**config.mk**
```make
export PLATFORM = sky130hd
export DESIGN_NAME = dmem_copy_engine_flat
export DESIGN_NICKNAME = d
export VERILOG_FILES = /design/src/rtl/dmem_pkg.sv /design/src/rtl/dmem_copy_engine_if.sv /design/src/rtl/dmem_copy_engine.sv /design/src/flat_wrapper.sv
export SDC_FILE = /design/constraint.sdc
export NUM_CORES = 1
export LEC_CHECK = 0
export ABC_AREA = 1
export CAP_MARGIN = 10
export CORE_ASPECT_RATIO = 0.8
export CORE_MARGIN = 3
export CORE_UTILIZATION = 46
export CTS_CLUSTER_DIAMETER = 200
export CTS_CLUSTER_SIZE = 28
export DETAILED_ROUTE_END_ITERATION = 16
export GPL_TIMING_DRIVEN = 0
export HOLD_SLACK_MARGIN = 0.06
export PLACE_DENSITY = 0.77
export SLEW_MARGIN = 10
export SYNTH_ARGS = -nofsm -noshare
export SYNTH_HDL_FRONTEND = slang
export SYNTH_SLANG_ARGS = --single-unit
```
**constraint.sdc**
```tcl
create_clock -name Clk -period 1.7 [get_ports Clk]
set_clock_uncertainty 0.15 [all_clocks]
set_input_delay 0.425 -clock Clk [delete_from_list [all_inputs] [get_ports Clk]]
set_output_delay 0.425 -clock Clk [all_outputs]
set_load 0.02 [all_outputs]
```
**src/rtl/dmem_pkg.sv**
```systemverilog
// Shared DMem definitions: default address/data widths, the derived
// word-count width and the copy engine state encoding.
package dmem_pkg;

    localparam int DMEM_ADDRESS_WIDTH = 16;
    localparam int DMEM_DATA_WIDTH    = 32;

    // One extra bit so a full-memory copy (2^ADDRESS_WIDTH words) fits.
    localparam int DMEM_LEN_WIDTH     = DMEM_ADDRESS_WIDTH + 1;

    typedef enum logic [1:0] {
        IDLE  = 2'd0,
        READ  = 2'd1,
        WRITE = 2'd2,
        DONE  = 2'd3
    } copy_state_t;

endpackage

```
**src/rtl/dmem_copy_engine_if.sv**
```systemverilog
// DMem single-port bus: Address/WriteData/MemWrite out, MemData back.
// master = engine (drives the port), slave = memory side.
interface dmem_copy_engine_if
    import dmem_pkg::*;
#(
    parameter int ADDRESS_WIDTH = DMEM_ADDRESS_WIDTH,
    parameter int DATA_WIDTH    = DMEM_DATA_WIDTH
);

    logic [ADDRESS_WIDTH-1:0] Address;
    logic [DATA_WIDTH-1:0]    WriteData;
    logic                     MemWrite;
    logic [DATA_WIDTH-1:0]    MemData;

    modport master (
        output Address,
        output WriteData,
        output MemWrite,
        input  MemData
    );

    modport slave (
        input  Address,
        input  WriteData,
        input  MemWrite,
        output MemData
    );

endinterface

```
**src/rtl/dmem_copy_engine.sv**
```systemverilog
// DMem block-copy engine: one read cycle + one write cycle per word,
// ascending order, pointers wrap modulo 2^ADDRESS_WIDTH.
// Ports: Clk, Rst_n (async, active-low); Start/SrcAddr/DstAddr/Length
// request; Busy, Done status; mem = DMem bus (master modport);
// Checksum only when DMEM_COPY_CHECKSUM_EN is defined.
module dmem_copy_engine
    import dmem_pkg::*;
#(
    parameter int ADDRESS_WIDTH = DMEM_ADDRESS_WIDTH,
    parameter int DATA_WIDTH    = DMEM_DATA_WIDTH,
    parameter int LEN_WIDTH     = ADDRESS_WIDTH + 1
) (
    input  logic                     Clk,
    input  logic                     Rst_n,
    input  logic                     Start,
    input  logic [ADDRESS_WIDTH-1:0] SrcAddr,
    input  logic [ADDRESS_WIDTH-1:0] DstAddr,
    input  logic [LEN_WIDTH-1:0]     Length,
    output logic                     Busy,
    output logic                     Done,
`ifdef DMEM_COPY_CHECKSUM_EN
    output logic [DATA_WIDTH-1:0]    Checksum,
`endif
    dmem_copy_engine_if.master       mem
);

    copy_state_t              state;
    logic [ADDRESS_WIDTH-1:0] src;
    logic [ADDRESS_WIDTH-1:0] dst;
    logic [LEN_WIDTH-1:0]     cnt;

`ifdef DMEM_COPY_CHECKSUM_EN
    logic [DATA_WIDTH-1:0]    sum;

    assign Checksum = sum;
`endif

    // WriteData doubles as the data register: the word captured at the
    // end of READ is exactly what is presented during WRITE.
    always_ff @(posedge Clk or negedge Rst_n) begin
        if (!Rst_n) begin
            state         <= IDLE;
            src           <= '0;
            dst           <= '0;
            cnt           <= '0;
            Busy          <= 1'b0;
            Done          <= 1'b0;
            mem.Address   <= '0;
            mem.WriteData <= '0;
            mem.MemWrite  <= 1'b0;
`ifdef DMEM_COPY_CHECKSUM_EN
            sum           <= '0;
`endif
        end else begin
            unique case (state)
                IDLE: begin
                    Done <= 1'b0;
                    if (Start) begin
                        src <= SrcAddr;
                        dst <= DstAddr;
                        cnt <= Length;
`ifdef DMEM_COPY_CHECKSUM_EN
                        sum <= '0;
`endif
                        if (Length != '0) begin
                            state       <= READ;
                            Busy        <= 1'b1;
                            mem.Address <= SrcAddr;
                        end else begin
                            state <= DONE;
                            Done  <= 1'b1;
                        end
                    end
                end
                READ: begin
                    state         <= WRITE;
                    mem.WriteData <= mem.MemData;
                    mem.Address   <= dst;
                    mem.MemWrite  <= 1'b1;
`ifdef DMEM_COPY_CHECKSUM_EN
                    sum           <= sum + mem.MemData;
`endif
                end
                WRITE: begin
                    src           <= src + ADDRESS_WIDTH'(1);
                    dst           <= dst + ADDRESS_WIDTH'(1);
                    cnt           <= cnt - LEN_WIDTH'(1);
                    mem.MemWrite  <= 1'b0;
                    mem.WriteData <= '0;
                    if (cnt == LEN_WIDTH'(1)) begin
                        state       <= DONE;
                        Busy        <= 1'b0;
                        Done        <= 1'b1;
                        mem.Address <= '0;
                    end else begin
                        state       <= READ;
                        mem.Address <= src + ADDRESS_WIDTH'(1);
                    end
                end
                DONE: begin
                    state <= IDLE;
                    Done  <= 1'b0;
                end
            endcase
        end
    end

endmodule

```
**src/flat_wrapper.sv**
```systemverilog
// flat-port wrapper written by rule: the top's interface ports become plain ports
module dmem_copy_engine_flat import dmem_pkg::*;
#(
    parameter int ADDRESS_WIDTH = DMEM_ADDRESS_WIDTH,
    parameter int DATA_WIDTH    = DMEM_DATA_WIDTH,
    parameter int LEN_WIDTH     = ADDRESS_WIDTH + 1
)
  (Clk, Rst_n, Start, SrcAddr, DstAddr, Length, Busy, Done, mem_Address, mem_WriteData, mem_MemWrite, mem_MemData);
  dmem_copy_engine_if #(.ADDRESS_WIDTH(ADDRESS_WIDTH), .DATA_WIDTH(DATA_WIDTH)) mem_i ();
  input  logic Clk;
  input  logic Rst_n;
  input  logic Start;
  input  logic [ADDRESS_WIDTH-1:0] SrcAddr;
  input  logic [ADDRESS_WIDTH-1:0] DstAddr;
  input  logic [LEN_WIDTH-1:0] Length;
  output logic Busy;
  output logic Done;
  output wire logic [$bits(mem_i.Address)-1:0] mem_Address;
  output wire logic [$bits(mem_i.WriteData)-1:0] mem_WriteData;
  output wire logic [$bits(mem_i.MemWrite)-1:0] mem_MemWrite;
  input wire logic [$bits(mem_i.MemData)-1:0] mem_MemData;
  assign mem_Address = mem_i.Address;
  assign mem_WriteData = mem_i.WriteData;
  assign mem_MemWrite = mem_i.MemWrite;
  assign mem_i.MemData = mem_MemData;
  dmem_copy_engine #(.ADDRESS_WIDTH(ADDRESS_WIDTH), .DATA_WIDTH(DATA_WIDTH), .LEN_WIDTH(LEN_WIDTH)) u_core (.Clk(Clk), .Rst_n(Rst_n), .Start(Start), .SrcAddr(SrcAddr), .DstAddr(DstAddr), .Length(Length), .Busy(Busy), .Done(Done), .mem(mem_i));
endmodule
```
Word level (Yosys, flattened, before mapping)
Index checks and enable logic that the tools add are counted.
- add/sub/neg operators: 3
- $mul: 0
- div/mod/pow operators: 0
- $lt $le $gt $ge: 0
- equal/unequal tests: 7
- shift operators: 0
- multiplexer cells: 24
- bitwise operators: 0
- reduce and logical (&&, ||, !) cells: 10
- operators by type and width (kind ; count):
    2-to-1 mux 16 bit ; 5
    one-hot mux 16 bit (2 select lines) ; 2
    one-hot mux 32 bit (2 select lines) ; 1
    one-hot mux 16 bit (3 select lines) ; 1
    one-hot mux 17 bit (2 select lines) ; 1
    adder 16 x 1 -> 16 bit (second input constant) ; 2
    equality test 17 x 1 -> 1 bit (second input constant) ; 1
    2-to-1 mux 17 bit ; 1
    nonzero test 17 bit ; 1
    subtractor 17 x 1 -> 17 bit (second input constant) ; 1
    one-hot mux 2 bit (4 select lines) ; 1
    2-to-1 mux 1 bit ; 6
    2-to-1 mux 2 bit ; 3
    nonzero test 3 bit ; 2
    equality test 2 bit (second input constant) ; 2
    inequality test 2 x 1 -> 1 bit (second input constant) ; 2
    one-hot mux 1 bit (2 select lines) ; 2
    AND reduction 2 bit ; 2
    AND reduction 4 bit ; 1
    nonzero test 2 bit ; 2
    one-hot mux 1 bit (3 select lines) ; 1
    AND reduction 3 bit ; 1
    equality test 2 x 1 -> 1 bit (second input constant) ; 1
    logical NOT 2 bit ; 1
    inequality test 2 bit (second input constant) ; 1
- bits in registers: 102
- bits in latches: 0
- RAM bits: 0
- bits in read-only memories: 0
- input bits: 84
- output and inout bits: 51
- word-level logic and storage cells: 53
- memories: 0

Longest topological paths before layout
- depth after elaboration: 4
- gate-level depth with buffers: 11
- mapped depth without buffers: 11

Worst setup path after synthesis
OpenSTA, ideal clock, no wires.
- kind: flip-flop to flip-flop
- from: register u_core.state[0]
- to: register u_core.cnt[2]
- setup time: 0.127 ns
- arrival: 1.424 ns
- data required time: 1.423 ns
- path slack: -0.001 ns
- stages on the path, launching flop included: 10
- buffers on the path: 1
- clock period less this slack: 1.701 ns
- path through: dfrtp_1 -> inv_1 -> ha_1 -> inv_1 -> nor2_2 -> a21oi_2 -> inv_2 -> buf_2 -> a211oi_1 -> a21oi_1
- word-level cells in the longest chain between the ends: 3
- elaborated cells on any way between the ends: 6
- those cells by class: eq/ne: 2; mux: 1; reduce/logical: 3
- ends and longest elaborated chain (what ; RTL line ; source):
    start, declared ; dmem_copy_engine.sv:27 ; copy_state_t state;
    start signal, assigned ; dmem_copy_engine.sv:42 ; state <= IDLE;
    start signal, assigned ; dmem_copy_engine.sv:66 ; state <= READ;
    start signal, assigned ; dmem_copy_engine.sv:70 ; state <= DONE;
    equality test 2 bit / logical NOT 2 bit (equally long branches) ; dmem_copy_engine.sv:55 ; unique case (state)
    nonzero test 2 bit (no source line) / inequality test 2 bit (equally long branches) ; - ;
    AND reduction 2 bit (no source line) ; - ;
    end signal, assigned ; dmem_copy_engine.sv:61 ; cnt <= Length;
    end signal, assigned ; dmem_copy_engine.sv:87 ; cnt <= cnt - LEN_WIDTH'(1);
    end, declared ; dmem_copy_engine.sv:30 ; logic [LEN_WIDTH-1:0] cnt;
Several ways; a longest one is shown, not always the timed one.
A chain may end at the register's enable or synchronous reset.

Final worst setup path
- from: register u_core.state[1]
- to: register u_core.dst[2]
- word-level cells in the longest chain between the ends: 3
- elaborated cells on any way between the ends: 6
- those cells by class: eq/ne: 2; mux: 1; reduce/logical: 3
- ends and longest elaborated chain (what ; RTL line ; source):
    equality test 2 bit / logical NOT 2 bit (equally long branches) ; dmem_copy_engine.sv:55 ;
    nonzero test 2 bit (no source line) / inequality test 2 bit (equally long branches) ; - ;
    AND reduction 2 bit (no source line) ; - ;
    end signal, assigned ; dmem_copy_engine.sv:60 ; dst <= DstAddr;
    end signal, assigned ; dmem_copy_engine.sv:86 ; dst <= dst + ADDRESS_WIDTH'(1);
    end, declared ; dmem_copy_engine.sv:29 ; logic [ADDRESS_WIDTH-1:0] dst;
Several ways; a longest one is shown, not always the timed one.

==> key figures <==
Outcome
  • Status: finished with violations
  • Violated checks: negative setup slack

Power
  • Leakage Power: roughly 4.3 nW
  • Pwr per Cell Area: 2390 nW/µm²
  • Peak VDD IR: ~0.0013 V
  • Total design power: about 22 mW

Synth
  • Post-synth EDFFs: 0
  • Area leader, netlist: dfrtp_1
  • Netlist cell types: 30
  • Most common library cells after synthesis: nand2_1 (290), nor2_1 (128), dfrtp_1 (102)
  • Synth Area per Inst: 6.86 µm²
  • Post-synthesis sequential area ratio: a little over two fifths
  • Cell with the most instances after synthesis: nand2_1
  • Top cells by area, synth: dfrtp_1 (43%), nand2_1 (19%), nor2_1 (8.2%)
  • Cell Area, Synth: about 5900 µm²
  • Post-synthesis net count: 949
  • Synth top area share: between 40% and 50%
  • Post-synthesis register bit count: 102
  • Post-synth ARST share: 100%
  • Synth Instances: 857
  • Main flop type after synthesis: dfrtp_1
  • Synth Warn #: 0

Route
  • Drt pass-1 iters: 12
  • Drt drc: 0
  • WL per Instance: just under 20 µm
  • Initial DRC count: just over 1,000
  • Via count: 7,157
  • Routed vias/inst: around 5.9
  • Antenna-violating nets left: 0
  • Final wirelength: approximately 24 mm

CTS
  • CTS buffer count: 9
  • TritonCTS Sinks: 102
  • Clock transition at path regs: ~0.070 ns
  • Clock buffer depth: 2
  • Root Driver: clkbuf_16
  • TritonCTS clock tree: done
  • H-Tree Depth: 3
  • Worst skew pair latency: approximately 0.35 ns

Worst setup path
  • Startpoint type of the worst setup path: register
  • Arrival time of the worst setup path: 1.98 ns
  • Crit. Startpoint: u_core.state[1]
  • WP data required: about 1.8 ns
  • Crit path max fanout: 10
  • Reg-to-Reg Start: u_core.state[1]
  • Endpoint type of the worst setup path: register
  • Setup CP Type: register to register

Global routing
  • Number of global-route vias before repair: about 6,500
  • First-pass GRT wire length: approximately 35 mm
  • Gr usage total: 30.9%
  • Total gr overflow: 0
  • Initial antenna violation count: 0
  • Largest net degree at the start of global routing: 83

Timing
  • Max Clock Freq: roughly 0.53 GHz
  • Final Hold Fails: 0
  • Fin crit share: 111%
  • Final min period: 1.89 ns
  • RSZ-0062 raised after global routing: true
  • Slew HR: between 70% and 80%
  • Final setup viols: 100
  • Setup ws final: -0.191 ns
  • Worst Tran Pin Value: roughly 0.44 ns
  • Fin. max-slew vios: 0

Final layout
  • Area grow syn2layout: 54.1%
  • Diode count: 0
  • Fillers: 851
  • Share of cells above drive strength 1: between 20% and 30%
  • Post-Layout Inst Area: around 9100 µm²
  • Layout Nets: approximately 1,100

Placement
  • Detailed placer's ending HPWL: around 14 mm
  • Port Buffer Count: between 100 and 150
  • GPL Wtd Cong: ~0.96
  • Placement Cell Area: 7460 µm²

Die
  • Starting Density: a little under half
  • Row cnt: 36
  • Die area: 14,200 µm²
  • Die Width: roughly 130 µm
  • Die Ht: roughly 110 µm
  • I/O pin cnt: 135
  • Core footprint: around 12,000 µm²

Flow run
  • Number of max-cap violations: 0

Hold path
  • Hold Path Class: input pin to async pin
per-layer routing:
| layer | wire (µm) | track usage (%) | vias up |
|---|---|---|---|
| met5 | 0 | 0 | - |
| li1 | - | - | 3113 |
| met2 | 11000 | 47.2 | 568 |
| met1 | 9240 | 42.8 | 3372 |
| met3 | 2930 | 7.50 | 104 |
| met4 | 946 | 11.1 | 0 |
critical path, stage by stage, from the launching register on:
cell and delay, ns:
dfrtp_1 0.43, buf_4 0.16, ha_4 0.19, inv_6 0.06
a21oi_4 0.17, buf_12 0.16, inv_6 0.06, buf_12 0.16
a21oi_2 0.15, a21oi_2 0.08
worst paths after layout:
path	cells past startpoint	end	slack (ns)
setup / recovery	9	u_core.dst[2]	-0.19
hold / removal	2	u_core.src[2]	0.33
setup reg to reg	9	u_core.dst[2]	-0.19
hold reg to reg	2	u_core.mem.WriteData[1]	0.33
max in group asynchronous	3	u_core.mem.WriteData[5]	0.38
min in group Clk	2	u_core.mem.WriteData[1]	0.33
cells in the final DEF, fill, tap and decap left out, types with 8 or more instances in the layout:
| cell type | instances |
|---|---|
| dfrtp_1 | 100 |
| nor2_1 | 88 |
| clkbuf_16 | 11 |
| nand4_1 | 8 |
| xor2_1 | 9 |
| a21oi_2 | 21 |
| nand2_2 | 20 |
| dlygate4sd2_1 | 54 |
| nor2_4 | 19 |
| nand2_1 | 267 |
| buf_6 | 11 |
| buf_4 | 26 |
| o21ai_2 | 19 |
| a21oi_1 | 16 |
| nor2_2 | 23 |
| clkdlybuf4s50_1 | 79 |
| o21ai_1 | 29 |
| inv_1 | 55 |
| buf_8 | 12 |
| nand3_1 | 60 |
| o21ai_0 | 19 |
through the flow:
step	cells	setup WS [ns]	util (%)	hold WS, ns	setup TNS, ns
after floorplan	857	0.00962	-	-0.0206	0
after global placement	1162	-4.02	60.2	0.312	-455.26
after detailed placement	1163	-0.658	60.5	0.137	-46.56
after CTS	1209	-0.0780	69.0	0.328	-0.553
after global routing	1219	-0.236	73.4	0.358	-12.97
final	1219	-0.191	73.4	0.328	-9.30
state kept, by name (all words and copies together) (netlist names):
name and count:
u_core.Busy 1, u_core.dst 16, u_core.src 16, u_core.mem.WriteData 32, u_core.mem.MemWrite 1, u_core.cnt 17
u_core.state 2, u_core.Done 1, u_core.mem.Address 16
report_power, final:
part | leakage, nW | switching (mW) | internal, mW | total, mW
combinational | 2.94 | 8.85 | 5.90 | 14.7
clock | 0.138 | 1.02 | 1.02 | 2.04
sequential | 1.23 | 1.19 | 3.71 | 4.90
timing repair:
action | in CTS | in global routing
setup endpoints to repair | 153 | 100
hold endpoints to repair | 20 | 0
buffers inserted | 21 | 13
gates resized for setup | 220 | 157
pin swaps | 24 | 35
gates cloned | 9 | 1
hold buffers | 1 | 0
area by class of cell:
class                      count  area, µm²  area share [%]
timing repair buffer         176       1820            20.0
sequential                   102       2550            28.2
clock inverter                 6       52.6           0.580
tap                          171        214            2.36
multi-input combinational    649       3510            38.8
buffer                        39        419            4.63
inverter                      65        259            2.86
clock buffer                  10        229            2.53
timing repair inverter         1       6.26          0.0690
cells by family (layout without fill, tap and decap cells):
logic type | count (synthesis) | after routing | share of synthesized area (%)
adder cells (fa/ha/maj) | 8 | 8 | 1.70
AO/OA/AOI/OAI | 131 | 131 | 12.1
buffers and inverters | 106 | 297 | 7.30
XOR/XNOR | 11 | 11 | 1.64
AND/OR/NAND/NOR | 499 | 499 | 33.9
flip-flops | 102 | 102 | 43.4
No activity file was read; power rests on OpenSTA's default activity.
